$ cat config.mk
export PLATFORM = sky130hd
export DESIGN_NAME = param_updown_counter
export DESIGN_NICKNAME = d
export VERILOG_FILES = /design/src/rtl/param_updown_counter.sv
export SDC_FILE = /design/constraint.sdc
export NUM_CORES = 1
export LEC_CHECK = 0
export BUFFER_PORTS_ARGS = -buffer_cell sky130_fd_sc_hd__buf_2
export CORE_MARGIN = 5
export CORE_UTILIZATION = 30
export CTS_CLUSTER_SIZE = 8
export DETAILED_ROUTE_END_ITERATION = 10
export PLACE_DENSITY_LB_ADDON = 0.2
export REMOVE_ABC_BUFFERS = 1
export SLEW_MARGIN = 5
export SYNTH_ARGS = -nofsm -noshare
export SYNTH_HDL_FRONTEND = slang
export SYNTH_SLANG_ARGS = --single-unit
$ cat constraint.sdc
create_clock -name clk -period 3.68 [get_ports clk]
set_input_delay 0.736 -clock clk [delete_from_list [all_inputs] [get_ports clk]]
set_output_delay 0.736 -clock clk [all_outputs]
set_load 0.02 [all_outputs]
$ cat src/rtl/param_updown_counter.sv
// Parameterised up/down counter with step, parallel load and wrap-or-clamp bounds.
// count, ovf and unf are registered; at_max/at_min decode the registered count.
module param_updown_counter #(
    parameter int                WIDTH    = 8,
    parameter longint unsigned   MAX_VAL  = (64'd1 << WIDTH) - 64'd1,
    parameter int                SATURATE = 0
) (
    input  logic             clk,
    input  logic             rst,
    input  logic             en,
    input  logic             up_down,
    input  logic [WIDTH-1:0] step,
    input  logic             load,
    input  logic [WIDTH-1:0] load_val,
    output logic [WIDTH-1:0] count,
    output logic             at_max,
    output logic             at_min,
    output logic             ovf,
    output logic             unf
);
    // One extra bit so sums and the MAX_VAL+1 modulus are never truncated.
    localparam logic [WIDTH:0]   LP_MAX   = (WIDTH+1)'(MAX_VAL);
    localparam logic [WIDTH:0]   LP_MOD   = (WIDTH+1)'(MAX_VAL + 64'd1);
    localparam logic [WIDTH-1:0] LP_MAX_W = WIDTH'(MAX_VAL);

    logic [WIDTH-1:0] r_count;
    logic             r_ovf;
    logic             r_unf;

    logic [WIDTH:0]   w_cnt;
    logic [WIDTH:0]   w_stp;
    logic [WIDTH:0]   w_sum;
    logic [WIDTH-1:0] w_wrap_up;
    logic [WIDTH-1:0] w_wrap_dn;
    logic [WIDTH-1:0] w_load;
    logic [WIDTH-1:0] w_next;
    logic             w_ovf;
    logic             w_unf;

    assign w_cnt     = {1'b0, r_count};
    assign w_stp     = ({1'b0, step} > LP_MAX) ? LP_MAX : {1'b0, step};
    assign w_sum     = w_cnt + w_stp;
    assign w_wrap_up = WIDTH'(w_sum - LP_MOD);
    assign w_wrap_dn = WIDTH'(w_cnt + LP_MOD - w_stp);
    assign w_load    = ({1'b0, load_val} > LP_MAX) ? LP_MAX_W : load_val;

    always_comb begin
        w_next = r_count;
        w_ovf  = 1'b0;
        w_unf  = 1'b0;
        if (up_down) begin
            if (w_sum > LP_MAX) begin
                w_ovf  = 1'b1;
                w_next = (SATURATE != 0) ? LP_MAX_W : w_wrap_up;
            end else begin
                w_next = w_sum[WIDTH-1:0];
            end
        end else begin
            // A clamped step larger than count crosses zero.
            if (w_stp > w_cnt) begin
                w_unf  = 1'b1;
                w_next = (SATURATE != 0) ? '0 : w_wrap_dn;
            end else begin
                w_next = WIDTH'(w_cnt - w_stp);
            end
        end
    end

    always_ff @(posedge clk) begin
        if (rst) begin
            r_count <= '0;
            r_ovf   <= 1'b0;
            r_unf   <= 1'b0;
        end else if (load) begin
            r_count <= w_load;
            r_ovf   <= 1'b0;
            r_unf   <= 1'b0;
        end else if (en) begin
            r_count <= w_next;
            r_ovf   <= w_ovf;
            r_unf   <= w_unf;
        end else begin
            r_ovf   <= 1'b0;
            r_unf   <= 1'b0;
        end
    end

    assign count  = r_count;
    assign ovf    = r_ovf;
    assign unf    = r_unf;
    assign at_max = (r_count == LP_MAX_W);
    assign at_min = (r_count == '0);

endmodule

==> results of run 1 <==
[layout make-up]
cell class	count	area, um2
fillers	456	2556
multi-input cells	131	938.4
flip-flops and latches	10	200.2
repair buffers	32	160.2
inverters	15	70.07
well taps	50	62.56
clock buffers	3	41.29
[how the worst max path moves through the flow]
stage	endpoint	slack, ns	cells past startpoint
CTS	count[6]	1.30	8
detailed placement	count[6]	1.06	8
finish	count[6]	1.30	8
global placement	count[6]	1.08	8
global route	count[6]	1.23	8
floorplan	count[6]	1.25	7
[routing by layer]
metal | GRT usage [%] | routed length [um] | up-vias
li1 | - | - | 651
met1 | 16.05 | 1550 | 566
met2 | 21.95 | 1517 | 39
met3 | 3.784 | 265 | 2
met4 | 1.186 | 4 | 0
met5 | 0 | 0 | -
[registers in the layout (all words and copies together), names as in the netlist]
register  cells
unf           1
ovf           1
count         8
[cells in the final DEF, fill, tap and decap left out, drive strengths merged, types with 2 or more instances in the layout]
cell,synthesis,routed
nand3,8,8
fa,2,2
clkbuf,6,3
o2111ai,2,2
and4b,2,2
inv,14,14
a21oi,12,12
a31oi,2,2
mux2i,3,3
o31ai,3,3
dfxtp,10,10
o21a,2,2
nor2,16,16
ha,16,16
nand3b,4,4
a21o,2,2
or4,3,3
nor2b,5,5
nand4,2,2
or3,2,2
nor3b,4,4
buf,3,32
nor4,2,2
nand2b,4,4
a211oi,2,2
o21ai,10,10
nand2,9,9
[where the power goes]
part / switching [W] / leakage (nW) / total, W / internal [W]
logic: 0.0000982 / 0.591 / 0.000172 / 0.0000738
registers: 0.0000138 / 0.0826 / 0.000131 / 0.000117
clock network: 0.0000409 / 0.0216 / 0.000112 / 0.0000715
total: 0.000153 / 0.696 / 0.000415 / 0.000263
[cells by family after synthesis]
family,after synthesis,share of synthesized area (%)
buffers and inverters,24,8.999
xor gates and xnor gates,1,0.7001
AOI/OAI and AO/OA,44,23.10
DFF,10,16.00
adders and majority gates,18,19.20
and+or+nand+nor,65,29.60
muxes,3,2.400
[per-stage QoR]
| step | hold slack (ns) | area (um2) | util, % | std cells | power, W |
|---|---|---|---|---|---|
| after floorplan | 0.6767 | 1209 | - | 156 | 0.0002464 |
| after global placement | 0.6811 | 1431 | 35.53 | 238 | 0.0003073 |
| after detailed placement | 0.6776 | 1431 | 35.53 | 238 | 0.0003052 |
| after CTS | 0.6821 | 1473 | 36.55 | 241 | 0.0004206 |
| after global routing | 0.7236 | 1473 | 36.55 | 241 | 0.0004478 |
| final | 0.6734 | 1473 | 36.55 | 241 | 0.0004154 |
[critical path, stage by stage]
cell and delay (ns):
buf_2 0.09, inv_1 0.04, ha_1 0.42, nand3_1 0.15, a21oi_2 0.05, or4_4 0.48, and4_4 0.19, or3_1 0.35
==> flow_metrics.py, run 1 <==
metrics = {
    "floorplan": {
        "start_util_pct": 31.06,
        "coreArea_um2": 4029,
        "die_x_um": 74.58,
        "dieArea_um2": 5562,
        "rows": 23,
        "pin_count": 33,
        "die_y_um": 74.58,
    },
    "finish": {
        "area_growth_pct": 17.70,
        "drive_above_1_share_pct": 21.47,
        "final_nets": 232,
        "antenna_cells": 0,
    },
    "routing": {
        "firstDrtPassIters": 4,
        "wirelength_um": 3337,
        "remaining_drc_errors": 0,
        "ant_nets": 0,
        "vias": 1258,
        "vias_per_cell": 5.220,
        "wl_per_cell_um": 13.85,
        "drt_iter0_drc": 107,
    },
    "hold_path": {
        "hp-start": "count[7]",
        "worstHoldEndpoint": "unf",
        "min_path_cells": 2,
        "min_path_type": "reg -> reg",
    },
    "sta": {
        "max_slew_margin_pct": 56.88,
        "layout_min_cycle_time_ns": 2.382,
        "period_share_pct": 64.72,
        "final_max_slew_viol_count": 0,
        "max_slew.worst_pin.slew_ns": 0.6455,
        "setup_viol": 0,
        "timing.final.hold_violations": 0,
        "rsz0062_at_grt": "no",
        "clock_skew_ns": 0.001198,
        "finalWorstSetupSlack_ns": 1.298,
        "fin_setup_tns_ns": 0,
        "max_freq_ghz": 0.4198,
    },
    "clock_network": {
        "post_cts_buffers": 0,
        "cts.path.max_buffers": 2,
        "cts_tree": "done",
        "htree_levels": 1,
        "ctsResizeCount": 0,
        "numClockSinks": 10,
        "cts_hold_buffers": 0,
        "clk_pin_slew_ns": 0.05,
        "root_buffer": "clkbuf_8",
        "cts_buffers": 3,
        "insertion_delay_ns": 0.23,
    },
    "synthesis": {
        "synth_area_per_cell_um2": 7.583,
        "syn_inst": 165,
        "synth_edf_count": 0,
        "ys_seq_area_share_pct": 16.00,
        "synth_common_cells": "ha_1 (16), nor2_1 (16), inv_1 (14), a21oi_1 (11), dfxtp_1 (10)",
        "ys_seq_elements": 10,
        "synthTopCellsByArea": "dfxtp_1 (16%), ha_1 (16%), nor2_1 (4.8%)",
        "synth.top_cell.area_share_pct": 16.00,
        "ys_types": 48,
        "async_flop_share_pct": 0,
        "synth_ff_type": "dfxtp_1",
        "syn_area_um2": 1251,
        "synth_largest_area_cell": "dfxtp_1",
        "yosysWarnings": 0,
    },
    "grt": {
        "track_usage_pct": 12.65,
        "grt_remaining_overflow": 0,
        "antenna_found_initial": 0,
        "grt_max_degree": 23,
        "grt_pass1_wl_um": 5499,
        "grt_pass1_vias": 1218,
    },
    "critical_path": {
        "rr_endpoint": "count[6]",
        "crit_type": "in -> reg",
        "rrSetupSlack_ns": 1.53,
        "path_max_fanout": 11,
        "startpoint": "step[4]",
        "start_kind": "input pin",
        "cp.arrival_ns": 2.50,
        "critical_path_required_ns": 3.80,
        "rr_startpoint": "count[4]",
        "reg2reg_depth": 6,
        "cp-end-kind": "flop",
    },
    "run": {
        "cap_viol_max_count": 0,
    },
    "placement": {
        "gp_congestion": 0.7641,
        "post-place-ws_ns": 1.055,
        "hpwl_um": 2668,
        "port_buffers": 32,
    },
    "power": {
        "power_density_nw_per_um2": 282.1,
        "static-leakage-power_nw": 0.6956,
        "irDropWorstVdd_mv": 0.1127,
    },
    "outcome": {
        "status": "finished, final reports clean",
    },
}
Note: power is estimated with default switching activity, not from simulation.
==> run 2, diff against run 1 <==
- clock period: 3.68 -> 2 ns (I/O delays scaled with it)
==> run 2 against run 1 <==
  * Cell count increased by 14%
  * Flip-flop and latch count is the same
  * Worst setup slack lost 1.3 ns
  * Total power rose by 110%
  * Combinational power rose by 150%
  * Via count rose by 11%
  * Sequential power grew 76%
  * Critical path depth unchanged
  * Clock power is 100% higher
  * Clock skew is 0.00098 ns higher
  * Die area unchanged
  * First-iteration DRC count decreased by 40%
  * Critical endpoint unchanged
==> flow_metrics.py, run 2 (synthesized netlist as in run 1, its figures left out) <==
metrics = {
    "sta": {
        "max_freq_ghz": 0.5122,
        "fin_setup_tns_ns": 0,
        "max_slew.worst_pin.slew_ns": 0.3808,
        "rsz0062_at_grt": "yes",
        "timing.final.hold_violations": 0,
        "setup_viol": 0,
        "max_slew_margin_pct": 74.61,
        "layout_min_cycle_time_ns": 1.952,
        "clock_skew_ns": 0.002181,
        "final_max_slew_viol_count": 0,
        "period_share_pct": 97.62,
    },
    "placement": {
        "place_inst": 267,
        "port_buffers": 32,
        "hpwl_um": 3012,
        "gp_congestion": 0.8748,
    },
    "power": {
        "static-leakage-power_nw": 0.8634,
        "power_density_nw_per_um2": 495.1,
        "irDropWorstVdd_mv": 0.2323,
    },
    "finish": {
        "largest_reg_flops": 8,
        "drive_above_1_share_pct": 37.50,
        "layout_commonest_cell": "buf_4",
        "antenna_cells": 0,
        "final_cells": 274,
        "layout_common_cells": "buf_4 (33), buf_2 (31), nor2_1 (16), inv_1 (13), ha_1 (13)",
        "area_growth_pct": 42.90,
        "fillers": 419,
        "final_nets": 265,
    },
    "clock_network": {
        "cts_tree": "done",
        "cts_hold_buffers": 0,
        "htree_levels": 1,
        "clk_pin_slew_ns": 0.05,
        "cts_buffers": 3,
        "numClockSinks": 10,
        "cts.path.max_buffers": 2,
        "insertion_delay_ns": 0.24,
        "root_buffer": "clkbuf_8",
    },
    "floorplan": {
        "coreArea_um2": 4029,
        "rows": 23,
        "die_x_um": 74.58,
        "pin_count": 33,
        "start_util_pct": 31.06,
        "dieArea_um2": 5562,
        "die_y_um": 74.58,
    },
    "routing": {
        "remaining_drc_errors": 0,
        "wirelength_um": 3854,
        "drt_iter0_drc": 64,
        "wl_per_cell_um": 14.07,
        "firstDrtPassIters": 4,
        "vias_per_cell": 5.077,
        "ant_nets": 0,
        "vias": 1391,
    },
    "critical_path": {
        "critical_path_required_ns": 2.13,
        "start_kind": "flop",
        "cp-end-kind": "flop",
        "max_stage_delay_ns": 0.37,
        "path_max_fanout": 4,
        "cp_cell_sequence": "buf_6 -> ha_4 -> fa_2 -> nand2b_1 -> a21oi_2 -> o211ai_1 -> a21oi_1 -> or3_1",
        "cp.buffers_inverters": 1,
        "cp.arrival_ns": 2.08,
        "crit_type": "reg -> reg",
        "critical-path-top-delay-family": "adder cells",
        "slowest_stage": "fa_2",
    },
    "grt": {
        "grt_pass1_vias": 1334,
        "antenna_found_initial": 0,
        "track_usage_pct": 14.48,
        "grt_remaining_overflow": 0,
        "grt_max_degree": 20,
        "grt_pass1_wl_um": 6210,
    },
    "hold_path": {
        "min_path_type": "in -> reg",
    },
    "outcome": {
        "status": "finished, final reports clean",
    },
    "run": {
        "cap_viol_max_count": 0,
    },
}
[run 2: cell types whose count changed in the layout (fill, tap and decap cells not counted), moves of 2 or more]
cell   change
buf_4     +33
fa_1       -2
fa_2       +2
ha_1       -3
ha_4       +3
[run 2: worst register-to-register path, cell delays in order (launching register included)]
cell and delay (ns):
dfxtp_2 0.33, buf_6 0.12, ha_4 0.15, fa_2 0.37
nand2b_1 0.10, a21oi_2 0.08, o211ai_1 0.23, a21oi_1 0.10
or3_1 0.36
[run 2: report_power, final]
part	total (W)	switching, W	internal (W)
logic	0.000430	0.000220	0.000209
clock network	0.000226	0.0000927	0.000133
registers	0.000230	0.0000139	0.000216
[run 2: metrics by stage]
stage	setup slack [ns]	util, %	cell area [um2]	power, W	hold slack (ns)
after CTS	-0.002545	43.01	1733	0.0008702	0.3863
after floorplan	-0.1444	-	1209	0.0004533	0.4716
final	0.04763	44.38	1788	0.0008852	0.3879
after detailed placement	-0.2217	40.93	1649	0.0006301	0.6382
after global routing	-0.04985	44.38	1788	0.0009464	0.4244
after global placement	-0.1921	40.93	1649	0.0006298	0.6402
[run 2: what timing repair did]
action | in CTS | in global routing
setup buffers | 2 | 2
gates resized for setup | 8 | 7
endpoints found under the setup margin | 2 | 4
pin swaps | 3 | 9
[run 2: cell type report]
type,instances,area (um2),area share (%)
Multi-Input combinational cell,131,998.5,55.84
Timing Repair Buffer,65,414.1,23.16
Sequential cell,10,201.4,11.27
Inverter,15,70.07,3.919
Tap cell,50,62.56,3.499
Clock buffer,3,41.29,2.309
[run 2: path summary, 6_finish.rpt]
path,start,to,slack (ns),depth (start not counted)
hold / removal,load_val[0],count[0],0.39,3
hold reg to reg,count[7],unf,0.68,2
setup reg to reg,count[0],count[6],0.05,8
setup / recovery,count[0],count[6],0.05,8
[run 2: metal layers]
layer,vias up,wire (um),track usage (%)
met4,0,49,2.767
met5,-,0,0
met2,38,1857,25.17
met3,4,189,3.108
met1,632,1757,18.49
li1,717,-,-
